[src/rtl/irq_ctrl.sv]
// rtl/irq_ctrl.sv - interrupt controller with pending/mask/mode registers, priority vector, registered IRQ_O
// Optional macro IRQ_CTRL_SYNC_EN inserts a two-flop synchronizer on HWINT_I.
module irq_ctrl #(
  parameter int N_IRQ = 6
) (
  input  logic             CLK_I,
  input  logic             RST_I,
  input  logic             WE_I,
  input  logic [1:0]       ADD_I,
  input  logic [31:0]      DAT_I,
  output logic [31:0]      DAT_O,
  input  logic [N_IRQ-1:0] HWINT_I,
  input  logic             ACK_I,
  output logic             IRQ_O
);

  localparam logic [1:0] A_PEND = 2'd0;
  localparam logic [1:0] A_MASK = 2'd1;
  localparam logic [1:0] A_MODE = 2'd2;
  localparam logic [1:0] A_VECT = 2'd3;

  logic [N_IRQ-1:0] hw;

`ifdef IRQ_CTRL_SYNC_EN
  // Edge detection stays disarmed until the synchronizer holds real samples.
  localparam logic [1:0] ARM_CYC = 2'd3;
  logic [N_IRQ-1:0] sync1, sync2;

  always_ff @(posedge CLK_I) begin
    if (RST_I) begin
      sync1 <= '0;
      sync2 <= '0;
    end else begin
      sync1 <= HWINT_I;
      sync2 <= sync1;
    end
  end

  assign hw = sync2;
`else
  localparam logic [1:0] ARM_CYC = 2'd1;
  assign hw = HWINT_I;
`endif

  logic [N_IRQ-1:0] pend, mask_en, mode, hist;
  logic [N_IRQ-1:0] act, rise, clr, pend_nxt;
  logic             gie, irq_q, armed, vvld, wr_pend;
  logic [1:0]       arm_cnt;
  logic [2:0]       vidx;
  logic             unused_dat;

  assign unused_dat = ^DAT_I[30:N_IRQ];
  assign armed      = (arm_cnt == ARM_CYC);
  assign act        = pend & mask_en;
  assign wr_pend    = WE_I && (ADD_I == A_PEND);
  // A line held high through reset is not an edge until it falls and rises again.
  assign rise       = hw & ~hist & {N_IRQ{armed}};

  always_comb begin
    vvld = 1'b0;
    vidx = 3'd0;
    for (int i = N_IRQ - 1; i >= 0; i--) begin
      if (act[i]) begin
        vvld = 1'b1;
        vidx = 3'(i);
      end
    end
  end

  always_comb begin
    clr      = '0;
    pend_nxt = '0;
    for (int i = 0; i < N_IRQ; i++) begin
      clr[i]      = (wr_pend && DAT_I[i]) || (ACK_I && vvld && (vidx == 3'(i)));
      pend_nxt[i] = mode[i] ? (rise[i] | (pend[i] & ~clr[i])) : hw[i];
    end
  end

  always_ff @(posedge CLK_I) begin
    if (RST_I) begin
      pend    <= '0;
      mask_en <= '0;
      gie     <= 1'b0;
      mode    <= '0;
      hist    <= '0;
      arm_cnt <= 2'd0;
      irq_q   <= 1'b0;
    end else begin
      pend  <= pend_nxt;
      hist  <= hw;
      irq_q <= gie & (|act);
      if (!armed) begin
        arm_cnt <= arm_cnt + 2'd1;
      end
      if (WE_I && (ADD_I == A_MASK)) begin
        gie     <= DAT_I[31];
        mask_en <= DAT_I[N_IRQ-1:0];
      end
      if (WE_I && (ADD_I == A_MODE)) begin
        mode <= DAT_I[N_IRQ-1:0];
      end
    end
  end

  always_comb begin
    DAT_O = 32'd0;
    case (ADD_I)
      A_PEND: DAT_O = {{(32 - N_IRQ){1'b0}}, pend};
      A_MASK: DAT_O = {gie, {(31 - N_IRQ){1'b0}}, mask_en};
      A_MODE: DAT_O = {{(32 - N_IRQ){1'b0}}, mode};
      A_VECT: DAT_O = {vvld, 28'd0, vidx};
      default: DAT_O = 32'd0;
    endcase
  end

  assign IRQ_O = irq_q;

endmodule
[config.mk]
export PLATFORM = sky130hd
export DESIGN_NAME = irq_ctrl
export DESIGN_NICKNAME = d
export VERILOG_FILES = /design/src/rtl/irq_ctrl.sv
export SDC_FILE = /design/constraint.sdc
export NUM_CORES = 1
export LEC_CHECK = 0
export CORE_MARGIN = 2
export CORE_UTILIZATION = 40
export CTS_CLUSTER_DIAMETER = 100
export CTS_CLUSTER_SIZE = 24
export DETAILED_ROUTE_END_ITERATION = 7
export MAX_ROUTING_LAYER = met4
export PLACE_DENSITY = 0.83
export SLEW_MARGIN = 0
export SYNTH_ARGS = -nofsm -noshare
export SYNTH_HDL_FRONTEND = slang
export SYNTH_SLANG_ARGS = --single-unit
[constraint.sdc]
create_clock -name CLK_I -period 1.7 [get_ports CLK_I]
set_input_delay 0.34 -clock CLK_I [delete_from_list [all_inputs] [get_ports CLK_I]]
set_output_delay 0.34 -clock CLK_I [all_outputs]
set_load 0.1 [all_outputs]
==> impl_metrics.prom <==
# TYPE chip_impl_metric gauge
chip_impl_info{name="status",value="complete, but fails checks"} 1
chip_impl_info{name="failing_checks",value="negative setup slack"} 1
chip_impl_metric{name="die_width",unit="µm"} 66.4
chip_impl_metric{name="grt_start_max_net_pins",unit=""} 15
chip_impl_metric{name="final_min_period_over_clock_period",unit="%"} 125
chip_impl_metric{name="max-clock-path-buffers",unit=""} 2
chip_impl_info{name="timing.rr.end",value="pend[3]"} 1
chip_impl_metric{name="critical_path_arrival",unit="ns"} 1.78
chip_impl_metric{name="layout.cell_area.non_filler",unit="µm²"} 2210
chip_impl_metric{name="skew",unit="ns"} 0.00506
chip_impl_metric{name="routed-via-count",unit=""} 1410
chip_impl_metric{name="layout-area-overhead-vs-synth",unit="%"} 42.0
chip_impl_metric{name="share_comb_of_total_power",unit="%"} 38.6
chip_impl_metric{name="clk_latency",unit="ns"} 0.28
chip_impl_metric{name="number_of_global_route_vias_before_repair",unit=""} 1298
chip_impl_metric{name="netlist_instances",unit=""} 181
chip_impl_metric{name="synthesis.area",unit="µm²"} 1560
chip_impl_info{name="worstSetupEndpoint",value="DAT_O[1]"} 1
chip_impl_metric{name="synth-warning-count",unit=""} 0
chip_impl_metric{name="pwr_density_cell",unit="nW/µm²"} 826
chip_impl_metric{name="synth-xor-area-share",unit="%"} 0.563
chip_impl_metric{name="synth_mux_area_share",unit="%"} 10.8
chip_impl_info{name="slowest_stage_cell_crit_path",value="mux4_2"} 1
chip_impl_metric{name="global_route.usage.total",unit="%"} 19.2
chip_impl_metric{name="start_util",unit="%"} 42.2
chip_impl_metric{name="cts_made_buffers",unit=""} 3
chip_impl_info{name="cp-startpoint",value="pend[3]"} 1
chip_impl_metric{name="finalSetupViolCount",unit=""} 4
chip_impl_metric{name="r2r_cells",unit=""} 6
chip_impl_metric{name="postSynth.asyncResetShare",unit="%"} 0
chip_impl_metric{name="die_area",unit="µm²"} 4400
chip_impl_metric{name="ir_worst_vdd",unit="V"} 0.000443
chip_impl_info{name="grt_setup_unrepaired",value="true"} 1
chip_impl_metric{name="placedCellCount",unit=""} 273
chip_impl_info{name="critical_path_class",value="reg2out"} 1
chip_impl_metric{name="fmax",unit="MHz"} 472
chip_impl_metric{name="post_drt_via_cell_ratio",unit=""} 5.05
chip_impl_info{name="most_common_cell_after_layout_fill_and_taps_aside",value="buf_4"} 1
chip_impl_info{name="crit_path_cell_trace",value="buf_4 -> a22oi_2 -> nor2b_1 -> mux4_2 -> buf_12"} 1
chip_impl_metric{name="synth_cell_type_count",unit=""} 36
chip_impl_info{name="rr_startpoint",value="mask_en[1]"} 1
chip_impl_metric{name="cell_internal_pwr",unit="W"} 0.00108
chip_impl_metric{name="r2r_slack",unit="ns"} 0.12
chip_impl_metric{name="drt_first_pass_iters",unit=""} 4
chip_impl_metric{name="grt_antenna_before_repair",unit=""} 0
chip_impl_metric{name="power.clock.fraction",unit="%"} 20.5
chip_impl_info{name="synth_top_flop_cell",value="dfxtp_1"} 1
chip_impl_metric{name="critPathMaxFanout",unit=""} 4
chip_impl_metric{name="power_switching_share",unit="%"} 40.8
chip_impl_info{name="synth_top_family_by_area",value="simple AND/OR/NAND/NOR gates"} 1
chip_impl_metric{name="dp_hpwl",unit="µm"} 2930
chip_impl_info{name="yosysTopAreaCell",value="dfxtp_1"} 1
chip_impl_metric{name="cts.clk_slew.worst_paths",unit="ns"} 0.10
chip_impl_metric{name="ant_nets",unit=""} 0
chip_impl_metric{name="dr.first_iter.drc_count",unit=""} 84
chip_impl_metric{name="final_period_minus_worst_setup_slack",unit="ns"} 2.12
chip_impl_metric{name="synth_fa_ha_area_share",unit="%"} 0.805
chip_impl_info{name="synth_top_cells_by_area",value="dfxtp_1, buf_4, mux2i_1"} 1
chip_impl_metric{name="post_drt_wl_per_cell",unit="µm"} 14.0
chip_impl_metric{name="placeableCoreArea",unit="µm²"} 3690
chip_impl_metric{name="finalMaxSlewViolations",unit=""} 0
chip_impl_info{name="clock_tree_from_tritoncts",value="built"} 1
chip_impl_metric{name="drv_cap",unit=""} 0
chip_impl_metric{name="total_leakage_power",unit="nW"} 0.930
chip_impl_info{name="clock-root-buffer",value="clkbuf_8"} 1
chip_impl_metric{name="drc_errors",unit=""} 0
chip_impl_metric{name="count_of_state_elements_after_synthesis",unit=""} 28
chip_impl_metric{name="first_pass_grt_wire_length",unit="µm"} 6130
chip_impl_metric{name="power.net_switching",unit="W"} 0.000745
chip_impl_metric{name="tns",unit="ns"} -1.48
chip_impl_metric{name="power.sequential.fraction",unit="%"} 40.9
chip_impl_metric{name="routed_wirelength",unit="µm"} 3890
chip_impl_metric{name="portBuffers",unit=""} 26
chip_impl_metric{name="synth-simple-area-share",unit="%"} 21.3
chip_impl_metric{name="synth_edf_count",unit=""} 0
chip_impl_metric{name="num_io_pins",unit=""} 77
chip_impl_metric{name="timing.critical_path.required",unit="ns"} 1.36
chip_impl_metric{name="detailed_place.area",unit="µm²"} 2090
chip_impl_metric{name="die_h",unit="µm"} 66.4
chip_impl_metric{name="timing.final.hold_violations",unit=""} 0
chip_impl_metric{name="htreeDepth",unit=""} 1
chip_impl_metric{name="yosysTopAreaCellShare",unit="%"} 36.0
chip_impl_info{name="timing.critical_path.from_type",value="flip-flop"} 1
chip_impl_metric{name="synth_compound_area_share",unit="%"} 14.9
chip_impl_info{name="worst_hold_startpoint",value="mode[0]"} 1
chip_impl_metric{name="cts_hold_repair.buffers",unit=""} 0
chip_impl_metric{name="grt_remaining_overflow",unit=""} 0
chip_impl_metric{name="synth_seq_area_share",unit="%"} 36.0
chip_impl_info{name="hold_path_class",value="reg2reg"} 1
chip_impl_metric{name="antennaDiodeCount",unit=""} 0
chip_impl_metric{name="placement_rows",unit=""} 22
chip_impl_metric{name="pre_cts_ws",unit="ns"} -0.359
chip_impl_info{name="mostFrequentLayoutCells",value="buf_4, conb_1, dfxtp_1, nand2_1, clkdlybuf4s50_1"} 1
chip_impl_metric{name="stdcell_count",unit=""} 279
chip_impl_metric{name="synth_area_per_cell",unit="µm²"} 8.59
chip_impl_info{name="endpoint_kind",value="output port"} 1
chip_impl_metric{name="total_power",unit="W"} 0.00183
chip_impl_metric{name="clock_sink_total",unit=""} 28
chip_impl_metric{name="setup_slack",unit="ns"} -0.421
chip_impl_metric{name="layout-drive-gt1-share",unit="%"} 32.0
chip_impl_metric{name="cp_slowest_stage_delay",unit="ns"} 0.51
chip_impl_metric{name="fin_nets",unit=""} 278
chip_impl_metric{name="globalplace.congestion",unit=""} 0.920
flip-flops by register name, indices dropped and copies added, names as in the netlist:
register  count
mask_en       6
pend          6
gie           1
IRQ_O         1
hist          6
arm_cnt       2
mode          6
worst max-delay path: cells and delay by family, from the launching register on:
kind            cells  cell delay [ns]
mux                 1             0.51
flops               1             0.34
buf+inv             2             0.32
compound gates      1             0.25
simple gates        1             0.08
layer usage:
layer	wire [µm]	vias up	global-route usage [%]
met2	2020	55	33.1
met1	1590	670	22.9
li1	-	678	-
met4	80	0	7.91
met3	207	7	1.70
met5	0	-	-
synth_stat cells, types with 2 or more instances:
master / count
a31oi_1: 3
mux4_2: 3
o21ai_0: 5
nand3b_1: 6
dfxtp_1: 28
a21oi_1: 9
buf_4: 25
inv_1: 3
a22oi_1: 2
nand3_1: 7
o21bai_1: 2
mux2i_1: 10
clkbuf_1: 4
a21boi_0: 2
a22o_1: 3
nand2_1: 21
nor2b_1: 8
nor2_1: 16
nand4_1: 3
buf_2: 5
cells by family after synthesis:
| logic type | after synthesis |
|---|---|
| buf+inv | 37 |
| simple gates | 67 |
| mux | 13 |
| compound gates | 33 |
| flops | 28 |
| xor+xnor | 1 |
| fa+ha+maj | 1 |
| other cells | 1 |
stage by stage:
stage,hold slack [ns],utilization [%]
2_1_floorplan,0.451,-
3_3_place_gp,0.468,56.8
3_5_place_dp,0.481,56.8
4_1_cts,0.497,59.2
5_1_grt,0.524,59.9
6_report,0.498,59.9
cell type report:
type,count,area (µm²)
Inverter,3,11.3
Multi-Input combinational cell,140,942
Fill cell,322,1480
Tap cell,48,60.1
Sequential cell,28,573
Clock buffer,3,41.3
Timing Repair Buffer,57,581
worst min path at each step:
stage                  to  slack [ns]  cells after the start
2_1_floorplan     pend[5]        0.45                      1
5_1_grt           mode[4]        0.52                      2
3_3_place_gp   arm_cnt[1]        0.47                      2
3_5_place_dp      pend[3]        0.48                      1
6_report          mode[0]        0.50                      2
4_1_cts           mode[0]        0.50                      2
power groups by stage:
stage | logic [W] | registers [W] | clock network (W)
floorplan | 0.000555 | 0.000752 | 0
global placement | 0.000672 | 0.000755 | 0
detailed placement | 0.000689 | 0.000760 | 0
CTS | 0.000702 | 0.000745 | 0.000372
global route | 0.000743 | 0.000753 | 0.000408
finish | 0.000705 | 0.000746 | 0.000374
repair_timing:
item,in CTS,in global routing
buffers inserted,3,2
resized for setup,14,6
pin swaps,3,5
endpoints found under the setup margin,7,6
(Power assumes the default switching activity.)
